[src/rtl/jt12_slotmon.sv]
// ---------------------------------------------------------------------------
// jt12_slotmon
// Monitor for time-multiplexed operator/channel streams in the JT12 pipeline
// (for example the 24-slot phase or envelope buses). It follows slot
// position from a frame sync and applies a fixed pipeline offset. It taps one
// selectable slot and reduces a masked set of slots with AND and OR over each
// complete frame. It also flags a sync that arrives off-position.
//
// Ports
//   clk        system clock
//   rst_n      asynchronous active-low reset
//   cen        clock enable; all state advances only when cen=1
//   sync       marks position 0 on this enabled cycle
//   din        stream data (W bits)
//   mask       bit i=1 includes slot i in the reductions
//   sel        slot number to tap
//   clr        clears sync_err
//   tap        last captured value of slot sel
//   alland     AND of the masked slots over the last complete frame
//   allor      OR of the masked slots over the last complete frame
//   frame_done one-clk pulse when alland/allor update
//   locked     a sync has been received since reset
//   sync_err   sticky: a sync arrived off-position while locked
// ---------------------------------------------------------------------------
module jt12_slotmon #(
    parameter int W     = 10,
    parameter int SLOTS = 24,
    parameter int POS0  = 7,
    parameter int SW    = 5
) (
    input  logic             clk,
    input  logic             rst_n,
    input  logic             cen,
    input  logic             sync,
    input  logic [W-1:0]     din,
    input  logic [SLOTS-1:0] mask,
    input  logic [SW-1:0]    sel,
    input  logic             clr,
    output logic [W-1:0]     tap,
    output logic [W-1:0]     alland,
    output logic [W-1:0]     allor,
    output logic             frame_done,
    output logic             locked,
    output logic             sync_err
);

    // Illegal parameter sets stop elaboration.
    generate
        if (SLOTS < 2) begin : g_bad_slots
            $error("jt12_slotmon: SLOTS must be at least 2");
        end
        if (POS0 >= SLOTS) begin : g_bad_pos0
            $error("jt12_slotmon: POS0 must be smaller than SLOTS");
        end
        if ((64'd1 << SW) < 64'(SLOTS)) begin : g_bad_sw
            $error("jt12_slotmon: SW too narrow for SLOTS");
        end
    endgenerate

    localparam logic [SW-1:0] ZERO = {SW{1'b0}};
    localparam logic [SW-1:0] ONE  = SW'(1);
    localparam logic [SW-1:0] LAST = SW'(SLOTS - 1);
    localparam logic [SW-1:0] P0   = SW'(POS0);
    // Added to wrap a position below POS0 back into 0..SLOTS-1.
    localparam logic [SW-1:0] BACK = SW'(SLOTS - POS0);
    localparam logic [W-1:0]  ONES = {W{1'b1}};
    localparam logic [W-1:0]  NONE = {W{1'b0}};

    logic [SW-1:0]    cnt_r;
    logic             locked_r;
    logic             primed_r;
    logic             sync_err_r;
    logic [W-1:0]     acc_and_r;
    logic [W-1:0]     acc_or_r;
    logic [W-1:0]     tap_r;
    logic [W-1:0]     alland_r;
    logic [W-1:0]     allor_r;
    logic             frame_done_r;

    logic [SW-1:0]    pos_s;
    logic [SW-1:0]    cnt_nxt_s;
    logic [SW-1:0]    dslot_s;
    logic [SLOTS-1:0] mask_sh_s;
    logic             mask_bit_s;
    logic             bad_sync_s;
    logic             active_s;
    logic             first_s;
    logic             accum_s;
    logic             done_s;
    logic             tap_hit_s;
    logic [W-1:0]     base_and_s;
    logic [W-1:0]     base_or_s;
    logic [W-1:0]     next_and_s;
    logic [W-1:0]     next_or_s;

    // Slot decoding, accumulator update values and event strobes.
    always_comb begin
        pos_s      = (sync == 1'b1) ? ZERO : cnt_r;
        cnt_nxt_s  = (pos_s == LAST) ? ZERO : (pos_s + ONE);
        dslot_s    = (pos_s >= P0) ? (pos_s - P0) : (pos_s + BACK);
        mask_sh_s  = mask >> dslot_s;
        mask_bit_s = mask_sh_s[0];
        // A sync away from position 0 after lock realigns and drops the frame.
        bad_sync_s = cen & sync & locked_r & (cnt_r != ZERO);
        active_s   = cen & locked_r & ~bad_sync_s;
        first_s    = active_s & (dslot_s == ZERO);
        accum_s    = first_s | (active_s & primed_r);
        done_s     = active_s & primed_r & (dslot_s == LAST);
        tap_hit_s  = cen & locked_r & (dslot_s == sel);
        // Slot 0 starts from the identity values before being applied.
        base_and_s = (first_s == 1'b1) ? ONES : acc_and_r;
        base_or_s  = (first_s == 1'b1) ? NONE : acc_or_r;
        next_and_s = (mask_bit_s == 1'b1) ? (base_and_s & din) : base_and_s;
        next_or_s  = (mask_bit_s == 1'b1) ? (base_or_s | din) : base_or_s;
    end

    // Position counter and lock flag.
    always_ff @(posedge clk or negedge rst_n) begin
        if (!rst_n) begin
            cnt_r    <= ZERO;
            locked_r <= 1'b0;
        end else if (cen) begin
            cnt_r    <= cnt_nxt_s;
            locked_r <= locked_r | sync;
        end else begin
            cnt_r    <= cnt_r;
            locked_r <= locked_r;
        end
    end

    // Frame-in-progress flag: set at data slot 0, dropped on a misaligned sync.
    always_ff @(posedge clk or negedge rst_n) begin
        if (!rst_n) begin
            primed_r <= 1'b0;
        end else if (bad_sync_s) begin
            primed_r <= 1'b0;
        end else if (first_s) begin
            primed_r <= 1'b1;
        end else begin
            primed_r <= primed_r;
        end
    end

    // Running AND/OR accumulators for the frame in progress.
    always_ff @(posedge clk or negedge rst_n) begin
        if (!rst_n) begin
            acc_and_r <= NONE;
            acc_or_r  <= NONE;
        end else if (accum_s) begin
            acc_and_r <= next_and_s;
            acc_or_r  <= next_or_s;
        end else begin
            acc_and_r <= acc_and_r;
            acc_or_r  <= acc_or_r;
        end
    end

    // Frame results and the completion pulse; the pulse is re-evaluated every
    // clk so it never stretches when cen is low on the following cycle.
    always_ff @(posedge clk or negedge rst_n) begin
        if (!rst_n) begin
            alland_r     <= NONE;
            allor_r      <= NONE;
            frame_done_r <= 1'b0;
        end else if (done_s) begin
            alland_r     <= next_and_s;
            allor_r      <= next_or_s;
            frame_done_r <= 1'b1;
        end else begin
            alland_r     <= alland_r;
            allor_r      <= allor_r;
            frame_done_r <= 1'b0;
        end
    end

    // Sticky misalignment flag; a new error wins over a coincident clear.
    always_ff @(posedge clk or negedge rst_n) begin
        if (!rst_n) begin
            sync_err_r <= 1'b0;
        end else if (bad_sync_s) begin
            sync_err_r <= 1'b1;
        end else if (cen & clr) begin
            sync_err_r <= 1'b0;
        end else begin
            sync_err_r <= sync_err_r;
        end
    end

    // Tap capture; a sel beyond the last slot never matches, so tap holds.
    always_ff @(posedge clk or negedge rst_n) begin
        if (!rst_n) begin
            tap_r <= NONE;
        end else if (tap_hit_s) begin
            tap_r <= din;
        end else begin
            tap_r <= tap_r;
        end
    end

    assign tap        = tap_r;
    assign alland     = alland_r;
    assign allor      = allor_r;
    assign frame_done = frame_done_r;
    assign locked     = locked_r;
    assign sync_err   = sync_err_r;

endmodule

[config.mk]
export PLATFORM = sky130hd
export DESIGN_NAME = jt12_slotmon
export DESIGN_NICKNAME = d
export VERILOG_FILES = /design/src/rtl/jt12_slotmon.sv
export SDC_FILE = /design/constraint.sdc
export NUM_CORES = 1
export LEC_CHECK = 0
export CAP_MARGIN = 15
export CORE_ASPECT_RATIO = 1.5
export CORE_MARGIN = 3
export CORE_UTILIZATION = 40
export CTS_BUF_LIST = sky130_fd_sc_hd__clkbuf_16
export CTS_CLUSTER_SIZE = 12
export DETAILED_ROUTE_END_ITERATION = 7
export HOLD_SLACK_MARGIN = 0.08
export PLACE_DENSITY = 0.72
export SETUP_SLACK_MARGIN = 0.5
export SLEW_MARGIN = 20
export SYNTH_ARGS = -nofsm -noshare
export SYNTH_HDL_FRONTEND = slang
export SYNTH_SLANG_ARGS = --single-unit
[constraint.sdc]
create_clock -name clk -period 3.3 [get_ports clk]
set_clock_uncertainty 0.1 [all_clocks]
set_input_delay 0.495 -clock clk [delete_from_list [all_inputs] [get_ports clk]]
set_output_delay 0.495 -clock clk [all_outputs]
set_load 0.005 [all_outputs]
After elaboration in Yosys (flattened, before gate mapping) --
Index checks and enable logic that the tools add are counted.
Storage, ports and cells: register bits 59, input bits 44, logic and storage cells 49
Cells by class: eq/ne operators 3, shifts and indexed selects 1, add/subtract/negate cells 3, magnitude comparators 1, bitwise gates (word level) 15, muxes and demuxes 12, reductions and logical operators 4
Operators by type and width (count):
- 10-bit 2-to-1 mux | 4
- 24-bit by 5-bit right shift with 1-bit output | 1
- 5-bit 2-to-1 mux | 3
- 1-bit AND | 10
- 10-bit AND | 1
- 5-bit equality test, second input constant | 2
- 10-bit bitwise OR | 1
- 5-bit by 1-bit adder with 5-bit output, second input constant | 1
- 5-bit adder, second input constant | 1
- 5-bit equality test | 1
- 5-bit by 3-bit >= comparator with 1-bit output, second input constant | 1
- 5-bit zero test | 1
- 1-bit 2-to-1 mux | 5
- 5-bit nonzero test | 1
- 5-bit by 3-bit subtractor with 5-bit output, second input constant | 1
- 2-bit nonzero test | 2
- 1-bit bitwise OR | 2
- 1-bit NOT | 1

Depth between registers and ports, before layout --
depth after elaboration 9, gate-level depth with buffers 13, mapped depth without buffers 10

Least setup slack after synthesis --
No wires, ideal clock.
path kind in2reg, from input port sync, to register acc_and_r[4], path slack 349 ps, stages 10, arrival time 2769 ps, path through clkbuf_1 > nor2_1 > ha_1 > buf_2 > mux2_2 > o211a_1 > o31ai_1 > clkbuf_1 > o32ai_1 > a31oi_1
On the way: word-level cells in the longest chain between the ends 9, elaborated cells between the ends (all ways) 18
Ends and longest elaborated chain:
- start, declared | RTL line 34 | input logic sync,
- branches (longest 9 deep; another with 5-bit adder)
- end signal, assigned | RTL line 150 | acc_and_r <= next_and_s;
- end signal, assigned | RTL line 153 | acc_and_r <= acc_and_r;
- end, declared | RTL line 73 | logic [W-1:0] acc_and_r;
Several ways; the timed one is not identified. A chain may end at the register's enable or synchronous reset.

Final worst setup path --
from register cnt_r[1], to register acc_and_r[1]
On the way: word-level cells in the longest chain between the ends 8, elaborated cells between the ends (all ways) 17
Ends and longest elaborated chain:
- start, declared | RTL line 69 | logic [SW-1:0] cnt_r;
- start signal, assigned | RTL line 123 | cnt_r <= cnt_nxt_s;
- start signal, assigned | RTL line 126 | cnt_r <= cnt_r;
- 5-bit 2-to-1 mux or 5-bit nonzero test (tied branches) | RTL line 98, 104
- 5-bit adder (tied with other cells) | RTL line 100 | dslot_s = (pos_s >= P0) ? (pos_s - P0) : (pos_s + BACK);
- 5-bit 2-to-1 mux or 1-bit NOT (tied branches) | RTL line 100, 105
- 5-bit zero test or 1-bit AND (tied branches) | RTL line 106, 105
- 1-bit AND | RTL line 106 | first_s = active_s & (dslot_s == ZERO);
- 10-bit 2-to-1 mux | RTL line 111 | base_and_s = (first_s == 1'b1) ? ONES : acc_and_r;
- 10-bit AND | RTL line 113 | next_and_s = (mask_bit_s == 1'b1) ? (base_and_s & din) : base_and_s;
- 10-bit 2-to-1 mux | RTL line 113
Several ways; a longest one is shown, not always the timed one.

==> flow_summary.toml <==
[critical_path]
crit_chain = "inv_2 > nor2_2 > ha_4 > buf_4 > mux2_2 > o211a_1 > o31ai_2 > buf_12 > o32ai_1 > a31oi_1"
r2r_start = "cnt_r[1]"
r2r-end = "acc_and_r[1]"
crit_arrival_ns = 2.79
ff2ff_path_depth = 10
critPathMaxFanout = 20
crit_slowest_cell = "dfrtp_1"
cp_top_family = "compound AO/OA/AOI/OAI gates"
crit_path_end_kind = "register"
rrSetupSlack_ns = 0.64
required_ns = 3.43
timing_worst_setup_path_type = "register to register"
worst_path_largest_cell_delay_ns = 0.39
start_kind = "register"
cp_num_buf_inv = 3
worst-path-stages = 10

[placed_design]
port_buffers = 76
gp_congestion = 0.8582
dp_hpwl_um = 6644

[power_and_ir_drop]
p_per_area_nw_per_um2 = 503.7
switching_power_mw = 0.5866
p_int_mw = 1.753
peakVddDrop_mv = 0.2570
p_comb_share_pct = 23.0
switching_share_pct = 25.07
leakagePower_nw = 1.990
p_seq_share_pct = 36.0
clockPowerShare_pct = 41.0

[sta]
tns_ns = 0
slew_headroom_pct = 64.01
fmax_mhz = 376.2
fin_crit_ns = 2.658
worstMarginPinSlew_ns = 0.5328
finalCritPeriodShare_pct = 80.55
setup_viol = 0
slew_violations = 0
rsz0062_at_grt = "false"
finalHoldViolCount = 0

[finish]
layout-drive-gt1-share_pct = 16.67
n_fill_cell = 660
syn_to_final_growth_pct = 42.64
final_nets = 468
diodes = 0
fin_util_pct = 59.88

[global_routing]
grt_usage_pct = 21.00
grt_pass1_wl_um = 15040
antenna_found_initial = 0
overflow = 0
grt_pass1_vias = 3227
grt_max_degree = 43

[route]
wl_um = 9102
ant_nets = 0
drt-wirelength-per-cell_um = 17.24
viasPerCell = 5.763
initialDrtViolationCount = 205
dr.pass1.iters = 4
drc = 0
dr_total_vias = 3043

[clock_network]
cts_tree = "built"
clock_latency_ns = 0.32
htreeDepth = 3
cts_made_buffers = 9
cts_setup_buffers = 0
clock-root-buffer = "clkbuf_16"
clk_pin_slew_ns = 0.05
cts.sinks = 59
clock_path_buffers = 2

[synthesis]
synth-seq-cells = 59
ys.flop_type = "dfrtp_1"
syn_nets = 379
synthesis.area_um2 = 3257
yosysWarnings = 0
synthCells = 332
syn_area_per_cell_um2 = 9.810
yosysSeqAreaShare_pct = 45.33
synth_edf_count = 0
ys_types = 52
synthArstFlopShare_pct = 100.0

[min_path]
holdPathStages = 2
holdPathEnd = "sync_err"
min_from = "sync_err"
hp-class = "register to register"

[floorplan]
ios = 77
rows = 39
die_w_um = 79.68
start_util_pct = 41.98
fp.dieH_um = 116.5
dieArea_um2 = 9283
core_um2 = 7759

[outcome]
status = "complete, no violations"

[run]
drv_cap = 0
## cell families (layout without fill, tap and decap cells)
group                    Yosys count  count (layout)  synth area share (%)
adder cells (fa/ha/maj)            3               3                 1.153
buffers and inverters             40             134                 5.378
flip-flops                        59              59                 45.33
AND/OR/NAND/NOR                  108             108                 15.41
multiplexers                      28              28                 9.835
AO/OA/AOI/OAI                     86              86                 20.17
XOR/XNOR                           8               8                 2.728
## metal layers
| metal | global-route usage [%] | vias to the layer above | wire, um |
|---|---|---|---|
| met3 | 4.552 | 33 | 590 |
| met2 | 38.65 | 137 | 5006 |
| met4 | 13.19 | 0 | 409 |
| li1 | - | 1395 | - |
| met5 | 0 | - | 0 |
| met1 | 21.13 | 1478 | 3096 |
## cell type report
class                           count  area (um2)  area share [%]
Clock inverter                      7       82.58           1.778
Tap cell                          102       127.6           2.747
Sequential cell                    59        1476           31.78
Multi-Input combinational cell    233        1647           35.44
Timing Repair Buffer              103        1031           22.19
Inverter                           15       56.30           1.212
Clock buffer                        9       225.2           4.848
## cells in the mapped netlist, types with 4 or more instances
master	count	share of area [%]
mux2_2	12	4.1
nand3_1	4	0.61
inv_1	14	1.6
o32ai_1	11	3.0
mux2i_1	14	4.3
o21ai_0	15	2.3
clkbuf_1	13	1.5
dfrtp_1	59	45
nor2b_1	4	0.77
o221ai_1	20	5.4
nand2b_1	4	0.77
buf_2	8	1.2
nand2_1	68	7.8
a31oi_1	9	1.7
and3_1	4	0.77
a2bb2oi_1	11	3.0
nor2_1	9	1.0
xor2_1	4	1.1
## state kept, by name, indices dropped and copies added (netlist names), 5 cells and up
signal and flops:
acc_and_r 10, acc_or_r 10, alland 10, allor 10, cnt_r 5, tap 10
## power groups by stage
stage | logic, mW | registers [mW] | clock network [mW]
finish | 0.538 | 0.843 | 0.959
global route | 0.583 | 0.852 | 1.00
CTS | 0.540 | 0.843 | 0.972
detailed placement | 0.531 | 0.853 | 0
global placement | 0.522 | 0.851 | 0
floorplan | 0.232 | 0.848 | 0
## stage by stage
stage / hold slack [ns] / cell area, um2 / std cells / worst slack (ns) / total power, mW
after detailed placement: 0.3437 / 4299 / 511 / -0.1920 / 1.384
after global routing: 0.4057 / 4646 / 528 / 0.5190 / 2.435
after CTS: 0.3650 / 4644 / 528 / 0.5871 / 2.355
after floorplan: 0.09941 / 3266 / 332 / 0.5054 / 1.079
after global placement: 0.3399 / 4299 / 511 / -0.1265 / 1.374
final: 0.3609 / 4646 / 528 / 0.6420 / 2.340
## worst reg2reg max path, cell delays in order, from the launching register on
cell and delay [ns]:
dfrtp_1 0.39, inv_2 0.09, nor2_2 0.19, ha_4 0.23, buf_4 0.21, mux2_2 0.35, o211a_1 0.22, o31ai_2 0.30
buf_12 0.20, o32ai_1 0.11, a31oi_1 0.18
## worst max-delay path by stage
stage,from,endpoint,slack [ns]
CTS,sync,acc_and_r[1],0.59
floorplan,cnt_r[0],alland[8],0.51
global placement,sync,acc_or_r[7],-0.13
finish,cnt_r[1],acc_and_r[1],0.64
detailed placement,sync,acc_or_r[5],-0.19
global route,cnt_r[1],allor[2],0.52
## layout by cell type (no fill, tap or decap), types with 3 or more instances in the layout
cell	netlist	layout
and3_1	4	4
o221ai_1	20	20
o32ai_1	11	11
nand2b_1	4	3
mux2i_1	14	14
a31oi_1	9	9
inv_1	14	13
a2bb2oi_1	11	11
nor2_1	9	8
nor2b_1	4	4
o21ai_0	15	15
o22ai_1	3	3
xnor2_1	3	3
xor2_1	4	4
dfrtp_1	59	59
clkinv_1	0	4
nand3_1	4	3
buf_12	0	6
clkdlybuf4s50_1	0	74
nand2_1	68	67
mux2_2	12	12
buf_4	2	20
and2_1	3	3
clkbuf_16	0	9
## timing repair
item,CTS,global route
hold buffers,1,0
resized for setup,6,4
setup endpoints to repair,50,42
hold endpoints to repair,17,0
pin swaps,1,1
Power figures use the tool's default switching activity.
